$ cat src/rtl/alu_seq8.sv
// alu_seq8: multi-cycle 8-bit ALU feeding the accumulator register.
// Single-cycle ops go IDLE -> EXEC -> DONE. MUL goes IDLE -> MUL -> DONE.
// MUL runs eight shift-add iterations, then spends one cycle writing back.
// result_o and flags_o are held between done pulses; flags are {N,Z,V,C}.
module alu_seq8 #(
   parameter int unsigned WIDTH      = 8,
   parameter int unsigned MUL_CYCLES = 8
) (
   input  logic             clk_i,
   input  logic             rst_ni,
   input  logic             start_i,
   input  logic [2:0]       op_i,
   input  logic [WIDTH-1:0] a_i,
   input  logic [WIDTH-1:0] b_i,
   output logic             busy_o,
   output logic             done_o,
   output logic             wen_o,
   output logic [WIDTH-1:0] result_o,
   output logic [3:0]       flags_o
);

   localparam int unsigned CntW = $clog2(MUL_CYCLES + 1);

   localparam logic [2:0] OpPass = 3'b000;
   localparam logic [2:0] OpAdd  = 3'b001;
   localparam logic [2:0] OpSub  = 3'b010;
   localparam logic [2:0] OpAnd  = 3'b011;
   localparam logic [2:0] OpOr   = 3'b100;
   localparam logic [2:0] OpNot  = 3'b101;
   localparam logic [2:0] OpMul  = 3'b110;
   localparam logic [2:0] OpRsvd = 3'b111;

   typedef enum logic [1:0] {StIdle, StExec, StMul, StDone} state_e;

   state_e               state_q, state_d;
   logic [2:0]           op_q, op_d;
   logic [WIDTH-1:0]     a_q, a_d, b_q, b_d;
   logic [2*WIDTH-1:0]   prod_q, prod_d;
   logic [2*WIDTH-1:0]   mcand_q, mcand_d;
   logic [WIDTH-1:0]     mplier_q, mplier_d;
   logic [CntW-1:0]      cnt_q, cnt_d;
   logic [WIDTH-1:0]     result_q, result_d;
   logic [3:0]           flags_q, flags_d;

   logic [WIDTH-1:0]     alu_res;
   logic                 alu_v, alu_c;
   logic [WIDTH:0]       sum, diff;
   logic                 mul_hi_nz;

   // Single-cycle datapath on the latched operands.
   always_comb begin
      sum     = {1'b0, a_q} + {1'b0, b_q};
      diff    = {1'b0, a_q} - {1'b0, b_q};
      alu_res = b_q;
      alu_v   = 1'b0;
      alu_c   = 1'b0;
      case (op_q)
         OpPass: alu_res = b_q;
         OpAdd: begin
            alu_res = sum[WIDTH-1:0];
            alu_c   = sum[WIDTH];
            alu_v   = (a_q[WIDTH-1] == b_q[WIDTH-1]) &&
                      (sum[WIDTH-1] != a_q[WIDTH-1]);
         end
         OpSub: begin
            alu_res = diff[WIDTH-1:0];
            alu_c   = diff[WIDTH]; // borrow: A < B unsigned
            alu_v   = (a_q[WIDTH-1] != b_q[WIDTH-1]) &&
                      (diff[WIDTH-1] != a_q[WIDTH-1]);
         end
         OpAnd:  alu_res = a_q & b_q;
         OpOr:   alu_res = a_q | b_q;
         OpNot:  alu_res = ~a_q;
         OpRsvd: alu_res = a_q; // behaves as PASS of A, no write-back
         default: alu_res = b_q;
      endcase
   end

   assign mul_hi_nz = |prod_q[2*WIDTH-1:WIDTH];

   // Next-state logic for the FSM and datapath registers.
   always_comb begin
      state_d  = state_q;
      op_d     = op_q;
      a_d      = a_q;
      b_d      = b_q;
      prod_d   = prod_q;
      mcand_d  = mcand_q;
      mplier_d = mplier_q;
      cnt_d    = cnt_q;
      result_d = result_q;
      flags_d  = flags_q;
      unique case (state_q)
         StIdle: begin
            if (start_i) begin
               op_d     = op_i;
               a_d      = a_i;
               b_d      = b_i;
               prod_d   = '0;
               mcand_d  = {{WIDTH{1'b0}}, a_i};
               mplier_d = b_i;
               cnt_d    = '0;
               state_d  = (op_i == OpMul) ? StMul : StExec;
            end
         end
         StExec: begin
            result_d = alu_res;
            flags_d  = {alu_res[WIDTH-1], (alu_res == '0), alu_v, alu_c};
            state_d  = StDone;
         end
         StMul: begin
            if (cnt_q == CntW'(MUL_CYCLES)) begin
               // Product complete; write back low byte with overflow flags.
               result_d = prod_q[WIDTH-1:0];
               flags_d  = {prod_q[WIDTH-1], (prod_q[WIDTH-1:0] == '0),
                           mul_hi_nz, mul_hi_nz};
               state_d  = StDone;
            end else begin
               if (mplier_q[0]) begin
                  prod_d = prod_q + mcand_q;
               end
               mcand_d  = mcand_q << 1;
               mplier_d = mplier_q >> 1;
               cnt_d    = cnt_q + 1'b1;
            end
         end
         StDone: state_d = StIdle;
      endcase
   end

   // State and datapath registers, cleared immediately by reset.
   always_ff @(posedge clk_i or negedge rst_ni) begin
      if (!rst_ni) begin
         state_q  <= StIdle;
         op_q     <= '0;
         a_q      <= '0;
         b_q      <= '0;
         prod_q   <= '0;
         mcand_q  <= '0;
         mplier_q <= '0;
         cnt_q    <= '0;
         result_q <= '0;
         flags_q  <= '0;
      end else begin
         state_q  <= state_d;
         op_q     <= op_d;
         a_q      <= a_d;
         b_q      <= b_d;
         prod_q   <= prod_d;
         mcand_q  <= mcand_d;
         mplier_q <= mplier_d;
         cnt_q    <= cnt_d;
         result_q <= result_d;
         flags_q  <= flags_d;
      end
   end

   // Handshake outputs decode straight from the state register.
   assign busy_o   = (state_q != StIdle);
   assign done_o   = (state_q == StDone);
   assign wen_o    = (state_q == StDone) && (op_q != OpRsvd);
   assign result_o = result_q;
   assign flags_o  = flags_q;

endmodule

$ cat config.mk
export PLATFORM = sky130hd
export DESIGN_NAME = alu_seq8
export DESIGN_NICKNAME = d
export VERILOG_FILES = /design/src/rtl/alu_seq8.sv
export SDC_FILE = /design/constraint.sdc
export NUM_CORES = 1
export LEC_CHECK = 0
export ABC_AREA = 1
export BUFFER_PORTS_ARGS = -buffer_cell sky130_fd_sc_hd__buf_4
export CAP_MARGIN = 40
export CELL_PAD_IN_SITES_DETAIL_PLACEMENT = 2
export CELL_PAD_IN_SITES_GLOBAL_PLACEMENT = 2
export CORE_AREA = 2 2 123 125
export CTS_CLUSTER_SIZE = 14
export DETAILED_ROUTE_END_ITERATION = 8
export DIE_AREA = 0 0 125 127
export GPL_TIMING_DRIVEN = 0
export PLACE_DENSITY = 0.88
export SLEW_MARGIN = 5
export SYNTH_ARGS = -nofsm -noshare
export SYNTH_HDL_FRONTEND = slang
export SYNTH_SLANG_ARGS = --single-unit
$ cat constraint.sdc
create_clock -name clk_i -period 4.1 [get_ports clk_i]
set_input_delay 0.205 -clock clk_i [delete_from_list [all_inputs] [get_ports clk_i]]
set_output_delay 0.205 -clock clk_i [all_outputs]
set_load 0.05 [all_outputs]
* Word level (Yosys, flattened, before mapping) *
Index checks and enable logic that the tools add are counted.
W data, S select, Z words.

word-level totals
  bits in writable memories = 0
  input bits = 22
  memories = 0
  flip-flop bits (word level) = 77
  ROM bits = 0
  output and inout port bits = 15
  logic and storage cells = 76
  latch bits = 0

cells by class
  equality and inequality tests = 20
  reductions and logical operators = 15
  shifts and indexed selects = 0
  $add $sub $neg = 4
  multiply operators = 0
  order comparisons = 0
  divide/modulo/power cells = 0
  bitwise gates (word level) = 3
  mux-type cells = 24

operator list
  cell                   number
  $mux W16               5
  $pmux W16 S2           2
  $pmux W8 S6            1
  $pmux W8 S2            2
  $mux W8                3
  $add A16 B16 Y16       1
  $logic_not A8 Y1       2
  $pmux W4 S2            2
  $eq A3 B3 Y1 const B   4
  $mux W4                3
  $add A8 B8 Y9          1
  $sub A8 B8 Y9          1
  $and A8 B8 Y8          1
  $ne A2 B2 Y1 const B   4
  $not A8 Y8             1
  $or A8 B8 Y8           1
  $pmux W2 S4            1
  $reduce_or A8 Y1       1
  $eq A3 B2 Y1 const B   2
  $mux W2                3
  $reduce_and A2 Y1      3
  $reduce_bool A2 Y1     3
  $add A4 B1 Y4 const B  1
  $eq A2 B2 Y1 const B   2
  other kinds (11)       16

* Depth between registers and ports, before layout *
Gate-level depths: netlist (run 1).

  depth after elaboration = 5
  mapped depth = 16
  mapped depth without buffers = 16

* Least setup slack after synthesis (run 1) *
No wires, ideal clock.

  path type = reg2reg
  start = register state_q[1]
  end = register prod_q[7]
  path buffers = 0
  required time = 4.024 ns
  clock period less this slack = 1.964 ns
  arrival = 1.888 ns
  stages on the path, launching flop included = 12
  setup time = 0.076 ns
  setup slack = 2.136 ns
  cells stage by stage = dfrtp_1 inv_1 ha_1 inv_1 nor2_2 nor2_1 inv_2 nor2_4 inv_1 a21oi_1 o21ai_0 o21ai_1

on the way
  word-level cells in the longest chain between the ends = 3
  elaborated cells between the ends (all ways) = 8
  classes of those cells = eq/ne: 4; mux: 1; reduce/logical: 3

RTL lines
  item                                                                 RTL line  RTL
  start, declared                                                      35        state_e state_q, state_d;
  start signal, assigned                                               134       state_q <= StIdle;
  start signal, assigned                                               145       state_q <= state_d;
  $eq A2 B2 Y1 or $logic_not A2 Y1 (tied branches)                     93        unique case (state_q)
  $ne A2 B2 Y1 (no source line) or $reduce_bool A2 Y1 (tied branches)  --
  $reduce_and A4 Y1 (no source line)                                   --
  end signal, assigned                                                 149       prod_q <= prod_d;
  end, declared                                                        38        logic [2*WIDTH-1:0] prod_q, prod_d;

Several ways; a longest one is shown, not always the timed one.
A chain may end at the register's enable or synchronous reset.

* Final worst setup path (run 1) *
  start = register b_q[2]
  end = register flags_q[2] (netlist: flags_o[2])

on the way
  word-level cells in the longest chain between the ends = 4
  elaborated cells between the ends (all ways) = 7
  classes of those cells = add/sub: 2; mux: 2; bitwise: 2; reduce/logical: 1

RTL lines
  item                                   RTL line  RTL
  start, declared                        37        logic [WIDTH-1:0] a_q, a_d, b_q, b_d;
  start signal, assigned                 137       b_q <= '0;
  start signal, assigned                 148       b_q <= b_d;
  $sub A8 B8 Y9 (tied with other cells)  53        diff = {1'b0, a_q} - {1'b0, b_q};
  $pmux W8 S6 (*)                        57        case (op_q)
  $logic_not A8 Y1 (*)                   108       flags_d = {alu_res[WIDTH-1], (alu_res == '0), alu_v, alu_c};
  $pmux W4 S2 (*)                        93
  end signal, assigned                   154       flags_q <= flags_d;
  end, declared                          43        logic [3:0] flags_q, flags_d;

Mark *: on every way between the ends. The rest lies on a longest branch, timed or not.

==> results.md, run 1 <==
- By startpoint and endpoint, the worst setup path is classified as reg2reg.
- The synthesized instance count is 750.
- The first global-routing pass estimated 33.3 mm of wire.
- After synthesis, the share of flip-flops with an asynchronous set or reset is 100%.
- The overall fraction of global-route tracks in use is 26.7%.
- The largest delay contributor family on the critical path is simple AND/OR/NAND/NOR gates.
- In this run, synthesis produced a sequential element count of 76.
- The count of filler cells inserted in the layout is 1722.
- The initial antenna violation count came to 0.
- In the final layout, the share of cells above drive strength 1 is 12.2%.
- The final layout contains routed wiring with a total length of 20.1 mm.
- The area share of fa/ha/maj cells after synthesis is 11.4%.
- The ratio of routed vias to standard cells is 5.45.
- The maximum fanout along the worst path is 7.
- The mux share of post-synthesis cell area is 0%.
- The footprint of the multi-input gates is 3050 µm².
- Summing the areas of all compound-gate instances in the mapped netlist gives 15.7% of the synthesized area.
- The max-cap check violation count is 0.
- The arrival time of data at the critical path endpoint is 2760 ps.
- Buffers added to address setup during post-CTS repair amount to 0.
- After global routing the overflow that remains totals 0.
- Before antenna repair, the detailed router went through 4 iterations.
- The worst-case setup margin in the final layout is 1620 ps.
- After legalization and detailed placement, the total HPWL measured 15.7 mm.
- Measured in cells, the most critical reg-to-reg path has a length of 16.
- The die outline width is 125 µm.
- Setup violations remaining at the end of the flow were counted as 0.
- The number of global-route vias before repair is 6162.
- The worst path uses 60.5% of the clock period.
- Dividing the detail-routed wire length by the instance count gives 20.3 µm.
- The remaining max-slew budget at the tightest pin is 59.0%.
- The capturing point of the worst reg2reg path is flags_o[2].
- The count of cells along the worst hold path is 3.
- The slowest stage cell on the critical path is dfrtp_1.
- In this run the most critical hold path is launched from b_i[7].
- The finished layout holds 988 standard cells, fillers aside.
- Prior to clock tree synthesis, the placed netlist has a worst setup slack of 1670 ps.
- The number of buffers added to fix hold violations after cts is 1.
- The number of top-level pins is 37.
- The kind of path behind the tightest hold check is in2reg.
- By area the synthesized netlist is led by dfrtp_1 35%, nand2_1 14%, ha_1 10%.
- The final weighted congestion in routability-driven placement is 0.844.
- The run finished with clean final reports.
- The post-detailed-placement cell area is 5990 µm².
- The worst endpoint required time is 4380 ps.
- After synthesis, the largest family of logic cells by area is simple AND/OR/NAND/NOR gates.
- Of the total synthesized cell area, the portion taken by AND, OR, NAND and NOR gates is 28.0%.
- The type of element capturing the critical path is a register.
- The cell taking the most area after synthesis is dfrtp_1.
- The worst reg-to-reg setup slack is 1620 ps.
- In this run the critical register-to-register path is launched from b_q[2].
- Entering global routing, the biggest net connects 63 pins.
- By instance count, the cell type seen most on the critical path is nand2_1.
- The clock skew is 11.5 ps.
- The die covers 15900 µm².
- STA classifies the critical path startpoint as a register.
- The end point of the most critical hold path is mplier_q[7].
- Setup repair after global routing left no endpoint under its margin.
- The routed layout has 5387 vias.
- Buffers inserted during clock tree synthesis total 9.
- The most frequently used flop master after synthesis is dfrtp_1.
- The clock transition at the registers of the reported paths is 60 ps.
- The area growth from synthesis to layout is 15.4%.
- The final number of hold-violating endpoints was 0.
- The floorplan has 44 rows.
- Walking the worst path, the cells encountered are inv_1 -> ha_1 -> buf_2 -> inv_1 -> nand2_1 -> nand2_1 -> inv_1 -> nand2_1 -> nand2_1 -> nand3_1 -> nand4_1 -> nor2_4 -> nand2_1 -> nor2_1 -> nand2_1 -> a21oi_2.
- The path length in cells of the critical path is 16.
- The violation count after the first detailed-routing iteration is 243.
- Registers take 1900 µm².
- After synthesis, the largest area contributor takes up 34.8% of total cell area.
- Timing would allow up to 403 MHz.
- The critical path contains buffers and inverters numbering 4 combined.
- The repair_antennas step left the layout with diodes totalling 0.
- The synthesized net count is 820.
- The vertical extent of the die is 127 µm.
- In this design, the stage delay of the slowest critical-path cell is 420 ps.
- The total number of yosys warnings is 0.
- The clock latency reported for the late side of the worst-skew pair is 360 ps.
- The number of max-slew violations in the final report was 0.
- The finished cells cover 6300 µm².
- Summing the areas of all xor and xnor instances in the mapped netlist gives 0.802% of the synthesized area.
- The residual antenna-violating net count after detailed routing is 0.
- No sink is reached through more buffers than the 2 on the longest clock path.
- After synthesis, flip-flops and latches occupy 34.8% of the total area.
- The number of I/O port buffers is 36.
- The clock tree from TritonCTS is built.
- CTS placed an instance of clkbuf_16 at the clock tree root.
- The initial utilization of the core area, before any placement, comes to 37.8%.
- After synthesis, the most frequently instantiated cells are 198 x nand2_1, 95 x inv_1, 76 x dfrtp_1.
- The count of H-tree levels built during CTS is 3.
- Counting distinct cell types in the post-synthesis netlist gives 42.
- The net count of the finished layout is 869.
- After clock tree synthesis, the repair step resized 0 gates.
- The minimum clock period is 2480 ps.
- nand2_1 is the most common cell in the netlist.
- The core area is 14400 µm².
- The synthesized cell area is 5460 µm².
- The clock drives 76 sinks.
- Yosys mapped a number of flops with a built-in enable equal to 0.
- The DRC violation count after routing is 0.
- The post-placement cell count is 971.
- At the pin with the least slew margin, the transition time is 610 ps.
- The synthesized area divided by synthesized cell count is 7.28 µm².
- The setup TNS after final layout is 0 ps.
-- layout make-up --
class	instances	area share (%)
Multi-Input combinational cell	546	48.5
Sequential cell	76	30.2
Inverter	108	6.48
Timing Repair Buffer	38	4.89
Clock buffer	11	3.85
Tap cell	184	3.66
Buffer	20	1.49
Clock inverter	5	0.954
-- placed cells by master, fill, tap and decap left out, types with 2 or more instances in the layout --
cell type | Yosys | layout
o31ai_1 | 4 | 4
dfrtp_1 | 76 | 76
clkbuf_16 | 0 | 9
nand3b_1 | 5 | 5
nor3_1 | 3 | 3
nand3_2 | 3 | 3
o21a_1 | 2 | 2
o21bai_1 | 3 | 3
a22o_1 | 2 | 2
a31oi_1 | 2 | 2
inv_2 | 10 | 10
o21ai_1 | 14 | 14
o22ai_1 | 10 | 10
nand2_2 | 5 | 5
o211ai_1 | 10 | 10
clkbuf_1 | 13 | 14
a21oi_2 | 3 | 3
clkinv_1 | 2 | 2
ha_1 | 45 | 45
nand4_1 | 10 | 10
xor2_1 | 3 | 3
fa_1 | 3 | 3
buf_4 | 4 | 40
nand3_1 | 45 | 45
nor2_1 | 51 | 51
nor2_2 | 5 | 5
a21oi_1 | 35 | 35
nor4_1 | 3 | 3
nand2_1 | 198 | 198
xnor2_1 | 2 | 2
o21ai_0 | 64 | 64
buf_2 | 3 | 3
nor2_4 | 8 | 8
inv_1 | 95 | 95
-- sequential cells by signal, summed over array words and instances, names as in the netlist --
register,flops
prod_q,16
state_q,2
cnt_q,4
flags_o,3
op_q,3
b_q,8
a_q,8
result_o,8
mcand_q,16
mplier_q,8
-- metrics by stage --
stage          hold slack [ps]  util, %
2_1_floorplan            -90.6        -
3_3_place_gp               436     41.3
5_1_grt                    104     43.7
3_5_place_dp              97.1     41.5
4_1_cts                   87.3     43.7
6_report                  86.3     43.7
-- worst max path at each step --
| stage | slack, ps | end | start |
|---|---|---|---|
| floorplan | 2140 | prod_q[7] | state_q[1] |
| CTS | 1620 | flags_o[2] | b_q[2] |
| global placement | 1790 | flags_o[2] | b_q[2] |
| finish | 1620 | flags_o[2] | b_q[2] |
| global route | 1370 | flags_o[2] | a_q[2] |
| detailed placement | 1670 | flags_o[2] | b_q[2] |
-- worst min-delay path, stage by stage --
cell and delay, ps:
buf_4 90, nand2_1 50, nand2_1 60
-- routing by layer --
| metal | part of all wire (%) | vias to the layer above | track usage (%) |
|---|---|---|---|
| li1 | - | 2545 | - |
| met1 | 44 | 2727 | 33.2 |
| met2 | 51 | 86 | 48.1 |
| met3 | 2.6 | 29 | 4.06 |
| met4 | 2.1 | 0 | 7.97 |
| met5 | 0 | - | 0 |
-- logic make-up after synthesis --
logic type	count (synthesis)
AO/OA/AOI/OAI	153
XOR/XNOR	5
adder cells (fa/ha/maj)	48
buffers and inverters	128
flip-flops	76
AND/OR/NAND/NOR	340
Power of run 1 is left out: the tool's default activity adds up to more than one toggle a clock period on the data nets, which glitch-free logic cannot reach.
==> run 2: changes to the inputs <==
==> config.mk (replaced) <==
export PLATFORM = sky130hd
export DESIGN_NAME = alu_seq8
export DESIGN_NICKNAME = d
export VERILOG_FILES = /design/src/rtl/alu_seq8.sv
export SDC_FILE = /design/constraint.sdc
export NUM_CORES = 1
export LEC_CHECK = 0
export ABC_AREA = 0
export BUFFER_PORTS_ARGS = -buffer_cell sky130_fd_sc_hd__buf_4
export CAP_MARGIN = 40
export CELL_PAD_IN_SITES_DETAIL_PLACEMENT = 2
export CELL_PAD_IN_SITES_GLOBAL_PLACEMENT = 2
export CORE_AREA = 2 2 127 129
export CTS_CLUSTER_SIZE = 14
export DETAILED_ROUTE_END_ITERATION = 8
export DIE_AREA = 0 0 129 131
export GPL_TIMING_DRIVEN = 0
export PLACE_DENSITY = 0.79
export SLEW_MARGIN = 5
export SYNTH_ARGS = -nofsm -noshare
export SYNTH_HDL_FRONTEND = slang
export SYNTH_SLANG_ARGS = --single-unit
==> constraint.sdc (replaced) <==
create_clock -name clk_i -period 2.1 [get_ports clk_i]
set_input_delay 0.105 -clock clk_i [delete_from_list [all_inputs] [get_ports clk_i]]
set_output_delay 0.105 -clock clk_i [all_outputs]
set_load 0.05 [all_outputs]
==> results.md, run 2 <==
- The most frequently used flop master after synthesis is dfrtp_1.
- Leaving out fill and tap cells, the most frequent cells in the layout are 85 x buf_4, 61 x dfrtp_1, 56 x nand2_1.
- After synthesis the cells add up to 5320 µm².
- Row generation in the floorplan step produced 46 rows.
- The maximum fanout along the worst path is 4.
- For the finished layout, the period the worst path requires is 2890 ps.
- After synthesis, the cell types taking the most area are dfrtp_1 36%, ha_1 11%, mux2_2 4.7%.
- The clock tree from TritonCTS is built.
- The worst-margin pin slew is 698 ps.
- The largest individual stage delay along the critical path comes from the cell mux4_2.
- The most frequent standard cell in the layout excluding fill and tap cells is buf_4.
- The number of flops mapped to enable cells by yosys is 0.
- The initial antenna violation count came to 0.
- By count the netlist is led by 76 x dfrtp_1, 59 x nand2_1, 47 x o21ai_0.
- The setup path with the least slack is of type reg2reg.
- Data on the critical path is required at its endpoint by 2390 ps.
- Detailed routing inserted a total of 5416 vias.
- The fraction of synthesized cell area taken by the top area cell type is 35.7%.
- Setup repair after global routing could not meet its margin everywhere.
- Yosys instantiated no cell more often than dfrtp_1.
- In the routed design, unresolved DRC markers number 0.
- The final design utilization is 48.7%.
- The max-cap check violation count is 0.
- Clock-pin slew was measured on the worst setup and hold paths at 70 ps.
- The first-pass GRT wire length is 34.6 mm.
- The vertical extent of the die is 131 µm.
- The end of the critical path is flags_o[2].
- The final net count is 749.
- Counting every sink on the clock net gives 76.
- Counting flops with an async set or reset pin after synthesis yields a share of 100%.
- The number of endpoints failing setup at the final stage is 16.
- The area share of fa/ha/maj cells after synthesis is 11.7%.
- The mux share of post-synthesis cell area is 8.84%.
- Dividing the synthesized area by the synthesized cell count gives 9.37 µm².
- The origin of the worst setup path is a_q[0].
- The number of CTS-inserted buffers is 9.
- The clock passes through at most 2 buffers.
- Routability-driven placement finished with a final weighted congestion of 0.858.
- The path class of the tightest hold or removal check is in2reg.
- The checks that failed: negative setup slack.
- The flow ran to the end, but the final reports show violations.
- For this block, the routed nets add up to 25.9 mm of wire.
- The worst reg2reg path startpoint is a_q[0].
- The clock arrives with 12.0 ps of skew.
- Detailed placement finished with a half-perimeter wire length of 13.6 mm.
- The average routed wire per standard cell is 28.7 µm.
- The number of antenna diodes in the final layout is 0.
- The overall fraction of global-route tracks in use is 27.5%.
- On the worst path, the slowest cell contributes a delay of 510 ps.
- The tree is rooted in a clkbuf_16.
- Yosys mapped the design onto 68 distinct sky130hd cell types.
- The cell taking the most area after synthesis is dfrtp_1.
- The type of element capturing the critical path is a register.
- Pin placement for this block handled 37 I/O pins.
- The sort of element at the start of the critical path is a register.
- Entering global routing, the biggest net connects 58 pins.
- The H-tree generated during clock tree synthesis spans 3 levels.
- After synthesis, the largest family of logic cells by area is compound AO/OA/AOI/OAI gates.
- Counting every net in the synthesized netlist gives 638.
- The capturing point of the worst reg2reg path is flags_o[2].
- The final number of hold-violating endpoints is 0.
- The total iterations of the first detailed-routing run is 5.
- In the final layout, the registers with the most flip-flops are mcand_q x16, prod_q x16.
- The number of cells on the worst reg-to-reg path is 9.
- The core area is 15600 µm².
- STA puts the critical path data arrival time at 3180 ps.
- The later pin in the worst-skew pair is clocked with a latency of 360 ps.
- In the routed layout, each cell is associated on average with a via count of 6.02.
- Cells with a size suffix above 1 make up 40.9% of the layout.
- The die is 129 µm wide.
- The worst reg-to-reg setup slack is -790 ps.
- Synthesis produced 568 cells.
- The remaining max-slew budget at the tightest pin is 53.5%.
- The area growth from synthesis to layout is 42.7%.
- The share of the synthesized netlist area taken by xor and xnor gates is 3.79%.
- The simple-gate share of the synthesized area is 15.0%.
- The post-synthesis register bit count is 76.
- The worst-case setup margin in the final layout is -785 ps.
- The portion of the post-synthesis area used by sequential elements is 35.7%.
- The die covers 16900 µm².
- The number of global-route vias before repair is 5741.
- The final worst-path cycle share is 137%.
- For this run, the number of Yosys warnings is 0.
- Summing the areas of all compound-gate instances in the mapped netlist gives 20.5% of the synthesized area.
- The number of max-slew violations in the final report is 0.
- The violation count after the first detailed-routing iteration is 317.
- Once detail routing completed, the nets flagged for antenna violations numbered 0.
- Based on the critical path, the design can be clocked at up to 347 MHz.
- The effective utilization at floorplan is 34.1%.
- The number of I/O port buffers is 36.
- The critical path goes through inv_2 -> ha_4 -> fa_2 -> xor2_1 -> mux4_2 -> mux2i_4 -> or4b_4 -> nor3_4 -> a41o_1.
- The total overflow reported by the global router is 0.
-- run 2: cell count changes after synthesis, sizes merged, moves of 9 or more --
cell,before,now
nand2,204,59
nor2,64,30
a21oi,38,24
mux2,0,22
inv,106,28
xor2,3,16
mux2i,0,20
nand3,48,8
o21ai,78,48
nor2b,0,9
a22o,2,13
-- run 2: final cells by class --
type / count / area [µm²]
Tap cell: 216 / 270
Clock inverter: 5 / 33.8
Inverter: 29 / 109
Fill cell: 1567 / 8010
Timing Repair Buffer: 104 / 880
Clock buffer: 11 / 253
Multi-Input combinational cell: 433 / 3960
Buffer: 26 / 164
Sequential cell: 76 / 1920
-- run 2: critical path: cells and delay by family (launching register included) --
family / cells / cell delay [ps]
multiplexers: 2 / 710
AND/OR/NAND/NOR: 2 / 630
adder cells (fa/ha/maj): 2 / 570
flip-flops: 1 / 450
AO/OA/AOI/OAI: 1 / 220
XOR/XNOR: 1 / 150
buffers and inverters: 1 / 80
-- run 2: kinds of logic (layout without fill, tap and decap cells) --
group / count (synthesis) / in the layout
flip-flops: 76 / 76
multiplexers: 43 / 43
buffers and inverters: 59 / 175
AND/OR/NAND/NOR: 161 / 161
XOR/XNOR: 23 / 23
adder cells (fa/ha/maj): 48 / 48
AO/OA/AOI/OAI: 158 / 158
-- run 2: worst min-delay path by stage --
| stage | from | to | slack, ps | cells after the start |
|---|---|---|---|---|
| final | a_i[6] | a_q[6] | 4 | 2 |
| after global routing | a_i[6] | a_q[6] | 2 | 2 |
| after CTS | b_i[1] | b_q[1] | 4 | 2 |
| after detailed placement | rst_ni | result_o[3] | 10 | 1 |
| after global placement | rst_ni | result_o[4] | 330 | 1 |
| after floorplan | rst_ni | a_q[0] | -190 | 0 |
-- run 2: stage by stage --
step / worst slack, ps / instances / hold slack, ps / instance area, µm² / TNS (ps)
5_1_grt: -824 / 900 / 1.94 / 7590 / -8970
3_3_place_gp: -735 / 820 / 330 / 5930 / -21520
3_5_place_dp: -981 / 821 / 14.7 / 5960 / -31270
2_1_floorplan: -417 / 568 / -191 / 5390 / -1550
4_1_cts: -613 / 882 / 4.01 / 7060 / -4830
6_report: -785 / 900 / 4.07 / 7590 / -7760
-- run 2: repair_timing --
item                                    4_1_cts  5_1_grt
endpoints found under the setup margin       56       62
pin swaps                                    26       37
hold buffers                                  9        0
setup buffers                                38       27
endpoints found under the hold margin        64        0
resized for setup                           104      100
-- run 2: layer usage --
| layer | GRT usage (%) | up-vias | part of all wire [%] |
|---|---|---|---|
| li1 | - | 2268 | - |
| met1 | 33.5 | 2842 | 41 |
| met2 | 49.4 | 228 | 50 |
| met3 | 4.40 | 78 | 4.8 |
| met4 | 9.85 | 0 | 4.1 |
| met5 | 0 | - | 0 |
Power of run 2 is left out for the same reason.
